[config.mk]
export PLATFORM = sky130hd
export DESIGN_NAME = addr_gen
export DESIGN_NICKNAME = d
export VERILOG_FILES = /design/src/rtl/rtl_settings_pkg.sv /design/src/rtl/test_sequencer_addr_gen.sv
export SDC_FILE = /design/constraint.sdc
export NUM_CORES = 1
export LEC_CHECK = 0
export BUFFER_PORTS_ARGS = -buffer_cell sky130_fd_sc_hd__buf_2
export CAP_MARGIN = 20
export CORE_MARGIN = 2
export CORE_UTILIZATION = 45
export DETAILED_ROUTE_END_ITERATION = 10
export GPL_ROUTABILITY_DRIVEN = 1
export PLACE_DENSITY_LB_ADDON = 0.15
export SLEW_MARGIN = 20
export SYNTH_ARGS = -nofsm -noshare
export SYNTH_HDL_FRONTEND = slang
export SYNTH_SLANG_ARGS = --single-unit
[constraint.sdc]
create_clock -name clk_i -period 4 [get_ports clk_i]
set_input_delay 0.6 -clock clk_i [delete_from_list [all_inputs] [get_ports clk_i]]
set_output_delay 0.6 -clock clk_i [all_outputs]
set_load 0.01 [all_outputs]
[src/rtl/rtl_settings_pkg.sv]
// Shared widths, types and helpers for the memory checker datapath.
package rtl_settings_pkg;

    localparam int ADDR_W        = 32;
    localparam int AMM_ADDR_W    = 28;
    localparam int AMM_BURST_W   = 8;
    localparam int ADDR_B_W      = 4;
    localparam int DATA_B_W      = 16;
    localparam int BURST_BYTES_W = AMM_BURST_W + ADDR_B_W;

    // Galois taps for x^32 + x^22 + x^2 + x + 1
    localparam logic [31:0] LFSR_POLY = 32'h8020_0003;

    typedef enum logic [1:0] {
        TM_NONE         = 2'b00,
        READ_ONLY       = 2'b01,
        WRITE_ONLY      = 2'b10,
        WRITE_AND_CHECK = 2'b11
    } test_mode_t;

    typedef enum logic [2:0] {
        FIX_ADDR   = 3'd0,
        INC_ADDR   = 3'd1,
        RND_ADDR   = 3'd2,
        RUN_1_ADDR = 3'd3,
        RUN_0_ADDR = 3'd4
    } addr_mode_t;

    typedef enum logic [1:0] {
        DM_FIXED = 2'd0,
        DM_INCR  = 2'd1,
        DM_PRBS  = 2'd2,
        DM_PTRN  = 2'd3
    } data_mode_t;

    typedef enum logic [2:0] {
        IDLE     = 3'd0,
        LOAD     = 3'd1,
        ISSUE_WR = 3'd2,
        ISSUE_RD = 3'd3,
        NEXT     = 3'd4,
        FIN      = 3'd5
    } seq_state_t;

    typedef struct packed {
        logic                   trans_type;
        logic [AMM_ADDR_W-1:0]  start_addr;
        logic [ADDR_B_W-1:0]    start_off;
        logic [ADDR_B_W-1:0]    end_off;
        logic [AMM_BURST_W-1:0] words_count;
        data_mode_t             data_mode;
        logic [7:0]             data_ptrn;
    } cmp_struct_t;

    // Address/offset/count fields of one burst starting at byte address a.
    // trans_type and data fields are left zero for the caller to fill.
    function automatic cmp_struct_t calc_cmd(input logic [ADDR_W-1:0]        a,
                                             input logic [BURST_BYTES_W-1:0] burst_bytes);
        logic [ADDR_W-1:0] e;
        cmp_struct_t       c;
        e             = a + ADDR_W'(burst_bytes) - ADDR_W'(1);
        c             = '0;
        c.start_addr  = a[ADDR_W-1:ADDR_B_W];
        c.start_off   = a[ADDR_B_W-1:0];
        c.end_off     = e[ADDR_B_W-1:0];
        c.words_count = AMM_BURST_W'((e >> ADDR_B_W) - (a >> ADDR_B_W) + ADDR_W'(1));
        return c;
    endfunction

    function automatic logic [31:0] lfsr_next(input logic [31:0] s);
        return s[0] ? ((s >> 1) ^ LFSR_POLY) : (s >> 1);
    endfunction

endpackage

[src/rtl/test_sequencer_addr_gen.sv]
// Per-iteration byte address generator: INC accumulator, LFSR and walking-bit index.
module addr_gen
    import rtl_settings_pkg::*;
#(
    parameter logic [31:0] LFSR_SEED = 32'h0000_0001
) (
    input  logic                     clk_i,
    input  logic                     rst_n_i,
    input  logic                     load_i,
    input  logic                     advance_i,
    input  addr_mode_t               mode_i,
    input  logic [ADDR_W-1:0]        start_addr_i,
    input  logic [BURST_BYTES_W-1:0] burst_i,
    output logic [ADDR_W-1:0]        addr_o
);

    localparam int              K_W    = $clog2(AMM_ADDR_W);
    localparam logic [K_W-1:0]  K_LAST = K_W'(AMM_ADDR_W - 1);

    logic [ADDR_W-1:0]   inc_q, inc_d;
    logic [31:0]         lfsr_q, lfsr_d;
    logic [K_W-1:0]      k_q, k_d;
    logic [ADDR_B_W-1:0] off_q, off_d;
    logic [AMM_ADDR_W-1:0] walk;

    // Seed pattern state on run start, step it once per completed iteration
    always_comb begin
        inc_d  = inc_q;
        lfsr_d = lfsr_q;
        k_d    = k_q;
        off_d  = off_q;
        if (load_i) begin
            inc_d  = start_addr_i;
            off_d  = start_addr_i[ADDR_B_W-1:0];
            lfsr_d = (start_addr_i == '0) ? LFSR_SEED : 32'(start_addr_i);
            k_d    = '0;
        end else if (advance_i) begin
            if (mode_i == INC_ADDR) begin
                inc_d = inc_q + ADDR_W'(burst_i);
            end
            lfsr_d = lfsr_next(lfsr_q);
            k_d    = (k_q == K_LAST) ? '0 : k_q + K_W'(1);
        end
    end

    // Pattern registers
    always_ff @(posedge clk_i or negedge rst_n_i) begin
        if (!rst_n_i) begin
            inc_q  <= '0;
            lfsr_q <= LFSR_SEED;
            k_q    <= '0;
            off_q  <= '0;
        end else begin
            inc_q  <= inc_d;
            lfsr_q <= lfsr_d;
            k_q    <= k_d;
            off_q  <= off_d;
        end
    end

    // Assemble the byte address; FIX holds inc_q at the start address
    always_comb begin
        walk = AMM_ADDR_W'(1) << k_q;
        case (mode_i)
            RND_ADDR:   addr_o = {lfsr_q[AMM_ADDR_W-1:0], off_q};
            RUN_1_ADDR: addr_o = {walk, off_q};
            RUN_0_ADDR: addr_o = {~walk, off_q};
            default:    addr_o = inc_q;
        endcase
    end

endmodule

==> summary.log, run 1 <==
[run_status] status finished clean
[die] number of placement rows 41
[logic_synthesis] Synth area leaders sky130_fd_sc_hd__dfrtp_1 (32%), sky130_fd_sc_hd__mux2_2 (11%), sky130_fd_sc_hd__a21oi_1 (7.2%), sky130_fd_sc_hd__nand2_1 (4.4%), sky130_fd_sc_hd__o21ai_0 (4.1%)
[clock_network] number of setup buffers added after CTS 0
[worst_setup_path] largest driver fanout on the critical path 7
[logic_synthesis] number of enable flip-flop cells after synthesis 0
[clock_network] clock network latency to the later pin of the worst-skew pair 350 ps
[placed_design] detailed-placement wirelength estimate 13.6 mm
[die] initial core utilization 0.455
[clock_network] number of buffers inserted for hold repair after clock tree synthesis 0
[logic_synthesis] synthesis-stage register bit count 73
[global_routing] first-pass GRT wire length 28.3 mm
[worst_setup_path] Crit Path Category flop to output port
[cells_and_area] final net count 795
[clock_network] Max H-tree Level 3
[timing] Setup Total Neg Slack 0 ps
[clock_network] TritonCTS clock tree built
[worst_setup_path] endpoint of the worst register-to-register path inc_q[8]$_DFFE_PN0P_
[timing] worst-case headroom to the max-slew limit 0.306
[global_routing] Total Routing Usage GR 0.278
[global_routing] via count of the first global-routing pass 5104
[timing] post-layout minimum cycle time 3120 ps
[placed_design] IO buf count 82
[power] Pwr per Cell Area 366 nW/um2
[worst_setup_path] Setup crit start kind flop
[logic_synthesis] Post-Synthesis Cell Area 5700 um2
[timing] RSZ-0062 raised after global routing false
[routing] vias post-DR 5358
[power] leakage power figure 2.64 nW
[worst_setup_path] required time of the worst setup path 3400 ps
[routing] routed wire length 18.2 mm
[cells_and_area] final cell count without fillers 902
[worst_setup_path] worst-case register-to-register setup slack 1350 ps
[placed_design] Post-Place Cells 886
[logic_synthesis] number of distinct standard cells referenced by the synthesized netlist 58
[worst_setup_path] FF-to-FF path depth 8
[logic_synthesis] post-synthesis sequential area ratio 0.321
[global_routing] initial antenna violation count 0
[job] maximum capacitance violations 0
[die] Placeable Area 12500 um2
[clock_network] buffer depth of the longest clock path 2
[logic_synthesis] post-synthesis instance total 673
[routing] average detailed-routed wire length per instance 20.1 um
[routing] router iterations before antenna repair 5
[global_routing] remaining global-route overflow 0
[cells_and_area] Layout Area Growth over Synthesis 13.8%
[worst_setup_path] Reg-to-Reg Start inc_q[0]$_DFFE_PN0P_
[logic_synthesis] mean cell area of the mapped netlist 8.47 um2
[power] maximum vdd drop 0.345 mV
[global_routing] maximum number of pins on one net before global-route repair 99
[cells_and_area] n_diodes 0
[worst_setup_path] Worst EP arrival 2520 ps
[logic_synthesis] biggest area consumer among synthesized cells sky130_fd_sc_hd__dfrtp_1
[worst_hold_path] Tightest Hold Check Type input pin to async pin
[clock_network] CTS Root Buffer Type sky130_fd_sc_hd__clkbuf_16
[power] sum of internal, switching and leakage power 2.37 mW
[worst_setup_path] element type at the critical path end output port
[worst_setup_path] crit path max-delay cell type sky130_fd_sc_hd__dfrtp_1
[worst_setup_path] peak per-stage delay on the critical path 420 ps
[logic_synthesis] share of synthesized flip-flops with an asynchronous set or reset 1.00
[logic_synthesis] synth warn 0
[cells_and_area] FILL cells 1251
[timing] final clock period utilization by the worst path 0.780
[timing] worst setup skew after layout 7.63 ps
[die] floorplan die width 117 um
[placed_design] gp weighted congestion 0.985
[timing] final count of hold timing violations 0
[worst_setup_path] sequence of cells on the critical path inv_1, ha_1, nor2b_1, buf_4, nand2_1, o32a_1, o22ai_1, a21oi_1, buf_2
[placed_design] instance area after placement 6180 um2
[clock_network] CTS sink count 73
[logic_synthesis] flip-flop cell with the highest count after synthesis sky130_fd_sc_hd__dfrtp_1
[timing] count of final setup violators 0
[cells_and_area] share of post-route cells with drive strength above 1 0.253
[clock_network] CTS Buf Count 9
[timing] Peak Freq 321 MHz
[die] number of I/O pins 83
[timing] final slew viol count 0
[clock_network] clk slew on worst S/H paths 60 ps
[clock_network] total of cells resized after clock tree synthesis 0
[routing] drt initial violations 432
[timing] slew of the pin with the lowest slew margin 1040 ps
[cells_and_area] final standard cell area without fillers 6480 um2
[die] chip height 117 um
[die] Die Outline Area 13600 um2
[logic_synthesis] share of Yosys cell area claimed by the top area cell type 0.316
[routing] DRC violation count after routing 0
[routing] mean number of vias per cell 5.94
[routing] ANT nets after route 0
[logic_synthesis] Post-Syn Nets 743
cell type report:
| cell class | count | area, um2 | share of cell area |
|---|---|---|---|
| Clock buffer | 10 | 239 | 0.0369 |
| Clock inverter | 6 | 67.6 | 0.0104 |
| Inverter | 18 | 67.6 | 0.0104 |
| Multi-Input combinational cell | 532 | 3580 | 0.553 |
| Sequential cell | 73 | 1830 | 0.282 |
| Tap cell | 172 | 215 | 0.0332 |
| Timing Repair Buffer | 91 | 483 | 0.0745 |
sequential cells by signal, indices dropped and copies added, names as in the netlist:
name / flops
lfsr_q: 32
off_q: 4
inc_q: 32
k_q: 5
critical path: cells and delay by family (launching register included):
family | cells | cell delay (ps)
adders and majority gates | 1 | 380
buffers and inverters | 3 | 510
DFF | 1 | 420
and+or+nand+nor | 2 | 350
AOI/OAI and AO/OA | 3 | 520
worst max path at each step:
stage | start | endpoint | slack, ps
finish | k_q[0]$_DFFE_PN0P_ | addr_o[30] | 880
global route | k_q[0]$_DFFE_PN0P_ | addr_o[30] | 700
CTS | k_q[0]$_DFFE_PN0P_ | addr_o[30] | 930
detailed placement | mode_i[1] | inc_q[24]$_DFFE_PN0P_ | 1010
global placement | mode_i[2] | addr_o[8] | 960
floorplan | burst_i[0] | inc_q[14]$_DFFE_PN0P_ | 1570
per-layer routing:
layer,global-route usage,part of all wire
met2,0.403,0.43
met5,0,0
met1,0.415,0.47
met3,0.0394,0.069
met4,0.115,0.029
metrics by stage:
stage | hold WS, ps | setup WS, ps | utilization
2_1_floorplan | 304 | 1570 | -
3_3_place_gp | 494 | 957 | 0.493
3_5_place_dp | 497 | 1010 | 0.494
4_1_cts | 420 | 931 | 0.518
5_1_grt | 465 | 699 | 0.518
6_report | 369 | 882 | 0.518
cells in the mapped netlist, drive strengths merged (5+ instances only):
master,number
nor4,9
nor2,47
inv,18
nand2,67
o21ai,49
xnor2,10
xor2,18
dfrtp,72
and2,5
nand2b,6
nor3,15
ha,18
clkbuf,36
a21oi,83
a31oi,6
o22a,7
nor2b,19
mux2,57
nand4,7
buf,14
a211oi,26
o22ai,21
nand3,14
a22oi,6
cell usage in the layout (no fill, tap or decap), types with 7 or more instances in the layout:
master / count
sky130_fd_sc_hd__a211oi_1: 16
sky130_fd_sc_hd__a211oi_2: 10
sky130_fd_sc_hd__a21oi_1: 82
sky130_fd_sc_hd__buf_2: 80
sky130_fd_sc_hd__buf_4: 11
sky130_fd_sc_hd__clkbuf_16: 9
sky130_fd_sc_hd__dfrtp_1: 72
sky130_fd_sc_hd__ha_1: 18
sky130_fd_sc_hd__inv_1: 17
sky130_fd_sc_hd__mux2_2: 57
sky130_fd_sc_hd__nand2_1: 67
sky130_fd_sc_hd__nand3_1: 14
sky130_fd_sc_hd__nand4_1: 7
sky130_fd_sc_hd__nor2_1: 46
sky130_fd_sc_hd__nor2b_1: 19
sky130_fd_sc_hd__nor3_1: 15
sky130_fd_sc_hd__nor4_1: 9
sky130_fd_sc_hd__o21ai_0: 47
sky130_fd_sc_hd__o22a_1: 7
sky130_fd_sc_hd__o22ai_1: 21
sky130_fd_sc_hd__xnor2_1: 10
sky130_fd_sc_hd__xor2_1: 18
power breakdown:
group / internal, mW / switching, mW / leakage [nW]
logic: 0.269 / 0.356 / 1.63
registers: 0.817 / 0.112 / 0.858
clock network: 0.500 / 0.318 / 0.145
total: 1.59 / 0.786 / 2.64
cells by family (layout without fill, tap and decap cells):
logic type                 Yosys count  count (layout)  synth area share
muxes                               61              61             0.120
and+or+nand+nor                    202             202             0.174
xor gates and xnor gates            28              28            0.0430
DFF                                 73              73             0.321
AOI/OAI and AO/OA                  222             222             0.249
buffers and inverters               68             125            0.0505
adders and majority gates           19              19            0.0430
(Power assumes the default switching activity.)
==> run 2: changes to the inputs <==
==> constraint.sdc (replaced) <==
create_clock -name clk_i -period 2.83 [get_ports clk_i]
set_input_delay 0.4245 -clock clk_i [delete_from_list [all_inputs] [get_ports clk_i]]
set_output_delay 0.4245 -clock clk_i [all_outputs]
set_load 0.01 [all_outputs]
==> summary.log, run 2 (synthesis gave the netlist of run 1 again) <==
[run_status] status finished clean [unchanged]
[power] maximum vdd drop 0.384 mV [was 0.345 mV]
[worst_setup_path] peak per-stage delay on the critical path 420 ps [about the same]
[die] number of I/O pins 83 [unchanged]
[timing] final count of hold timing violations 0 [unchanged]
[power] clock power share 0.328 [was 0.345]
[routing] DRC violation count after routing 0 [unchanged]
[clock_network] number of setup buffers added after CTS 0 [unchanged]
[die] floorplan die width 117 um [unchanged]
[cells_and_area] Layout Area Growth over Synthesis 14.5% [was 13.8%]
[placed_design] IO buf count 82 [unchanged]
[placed_design] instance area after placement 6240 um2 [was 6180 um2]
[cells_and_area] final net count 804 [was 795]
[cells_and_area] utilization after layout 0.521 [was 0.518]
[timing] worst setup skew after layout 10.0 ps [was 7.63 ps]
[cells_and_area] n_diodes 0 [unchanged]
[power] logic gate share of total power 0.275 [was 0.263]
[global_routing] initial antenna violation count 0 [unchanged]
[timing] final slew viol count 0 [unchanged]
[cells_and_area] most frequent standard cell in the layout excluding fill and tap cells sky130_fd_sc_hd__a21oi_1 [unchanged]
[timing] RSZ-0062 raised after global routing false [unchanged]
[clock_network] clk slew on worst S/H paths 60 ps [about the same]
[placed_design] gp weighted congestion 0.948 [was 0.985]
[die] number of placement rows 41 [unchanged]
[die] Placeable Area 12500 um2 [unchanged]
[timing] final clock period utilization by the worst path 0.941
[worst_setup_path] Crit Path Category flop to output port [unchanged]
[worst_setup_path] largest driver fanout on the critical path 7 [unchanged]
[power] Pwr per Cell Area 503 nW/um2 [was 366 nW/um2]
[global_routing] via count of the first global-routing pass 5252 [was 5104]
[timing] worst-case headroom to the max-slew limit 0.359 [was 0.306]
[worst_hold_path] Tightest Hold Check Type input pin to async pin [unchanged]
[worst_setup_path] element type at the critical path end output port [unchanged]
[power] fraction of power spent switching nets 0.341 [was 0.331]
[timing] Setup Total Neg Slack 0 ps [unchanged]
[global_routing] Total Routing Usage GR 0.275 [was 0.278]
[routing] vias post-DR 5415 [was 5358]
[timing] final worst slack 166 ps [was 882 ps]
[power] sum of internal, switching and leakage power 3.28 mW [was 2.37 mW]
[clock_network] CTS Buf Count 9 [unchanged]
[clock_network] buffer depth of the longest clock path 2 [unchanged]
[worst_setup_path] combined buffer and inverter count along the critical path 2 [was 3]
[power] Flop pwr share 0.397 [was 0.392]
[global_routing] first-pass GRT wire length 28.4 mm [was 28.3 mm]
[placed_design] detailed-placement wirelength estimate 13.4 mm [was 13.6 mm]
[cells_and_area] registers with the most flip-flops inc_q x32, lfsr_q x32, k_q x5 [unchanged]
[worst_setup_path] most prevalent standard cell on the critical path sky130_fd_sc_hd__a21oi_1
[timing] slew of the pin with the lowest slew margin 961 ps [was 1040 ps]
[job] maximum capacitance violations 0 [unchanged]
[power] switching pwr 1.12 mW [was 786 uW]
[routing] drt initial violations 634 [was 432]
[timing] Peak Freq 375 MHz
[die] Die Outline Area 13600 um2 [unchanged]
[die] chip height 117 um [unchanged]
[global_routing] remaining global-route overflow 0 [unchanged]
[timing] post-layout minimum cycle time 2660 ps
[cells_and_area] final standard cell area without fillers 6530 um2 [was 6480 um2]
[clock_network] number of buffers inserted for hold repair after clock tree synthesis 0 [unchanged]
[routing] mean number of vias per cell 5.94 [about the same]
[die] initial core utilization 0.455 [unchanged]
[power] leakage power figure 2.67 nW [was 2.64 nW]
[placed_design] Post-Place Worst Slack 149 ps [was 1010 ps]
[worst_setup_path] sequence of cells on the critical path inv_1, ha_2, nor2b_2, and2_1, a21oi_1, o22ai_1, a21oi_1, buf_2 [was inv_1, ha_1, nor2b_1, buf_4, nand2_1, o32a_1, o22ai_1, a21oi_1, buf_2]
[cells_and_area] leading cell types in the layout, fill and taps excluded sky130_fd_sc_hd__a21oi_1 (82), sky130_fd_sc_hd__buf_2 (80), sky130_fd_sc_hd__dfrtp_1 (72) [unchanged]
[clock_network] TritonCTS clock tree built [unchanged]
[worst_setup_path] required time of the worst setup path 2410 ps [was 3400 ps]
[clock_network] Max H-tree Level 3 [unchanged]
[timing] count of final setup violators 0 [unchanged]
[worst_setup_path] crit path max-delay cell type sky130_fd_sc_hd__dfrtp_1 [unchanged]
[worst_setup_path] Worst EP arrival 2240 ps [was 2520 ps]
[routing] router iterations before antenna repair 5 [unchanged]
[routing] routed wire length 17.9 mm [was 18.2 mm]
[routing] average detailed-routed wire length per instance 19.7 um [was 20.1 um]
[power] internal power summed over all cells 2.16 mW [was 1.59 mW]
[worst_setup_path] cell type group with the largest total delay on the critical path simple AND/OR/NAND/NOR gates [was compound AO/OA/AOI/OAI gates]
[clock_network] CTS sink count 73 [unchanged]
[global_routing] maximum number of pins on one net before global-route repair 83 [was 99]
[cells_and_area] share of post-route cells with drive strength above 1 0.264 [was 0.253]
[clock_network] clock network latency to the later pin of the worst-skew pair 350 ps [about the same]
[routing] ANT nets after route 0 [unchanged]
[clock_network] total of cells resized after clock tree synthesis 1 [was 0]
[worst_setup_path] Setup crit start kind flop [unchanged]
[clock_network] CTS Root Buffer Type sky130_fd_sc_hd__clkbuf_16 [unchanged]
run 2: metrics by stage:
stage | std cells | hold slack [ps]
final | 911 | 217
after global placement | 895 | 494
after floorplan | 673 | 129
after detailed placement | 895 | 509
after global routing | 911 | 300
after CTS | 911 | 264
run 2: path summary, 6_finish.rpt:
| kind | startpoint | to | slack, ps | cells after the start |
|---|---|---|---|---|
| max reg2reg | inc_q[8]$_DFFE_PN0P_ | inc_q[28]$_DFFE_PN0P_ | 320 | 7 |
| min | rst_n_i | inc_q[7]$_DFFE_PN0P_ | 220 | 1 |
| min in group clk_i | start_addr_i[23] | inc_q[23]$_DFFE_PN0P_ | 340 | 2 |
| max in group asynchronous | rst_n_i | lfsr_q[25]$_DFFE_PN0P_ | 1980 | 1 |
| max | k_q[0]$_DFFE_PN0P_ | addr_o[12] | 170 | 8 |
| min reg2reg | off_q[3]$_DFFE_PN0P_ | off_q[3]$_DFFE_PN0P_ | 520 | 1 |
run 2: power groups by stage:
stage / Sequential, mW / Clock [mW] / Combinational, mW
after floorplan: 1.25 / 0 / 0.628
after global placement: 1.31 / 0 / 0.872
after detailed placement: 1.31 / 0 / 0.890
after CTS: 1.30 / 1.09 / 0.896
after global routing: 1.31 / 1.14 / 0.998
final: 1.30 / 1.08 / 0.901
run 2: metal layers:
metal	vias to the layer above	share of wire	global-route usage
met5	-	0	0
met4	0	0.026	0.102
met3	39	0.066	0.0576
met2	204	0.43	0.410
met1	2599	0.48	0.393
li1	2573	-	-
run 2: final cells by class:
type / instances / area, um2
fill: 1231 / 5990
sequential: 73 / 1830
inverter: 18 / 67.6
clock inverter: 5 / 32.5
clock buffer: 11 / 243
timing repair buffer: 100 / 551
multi-input combinational: 532 / 3590
tap: 172 / 215
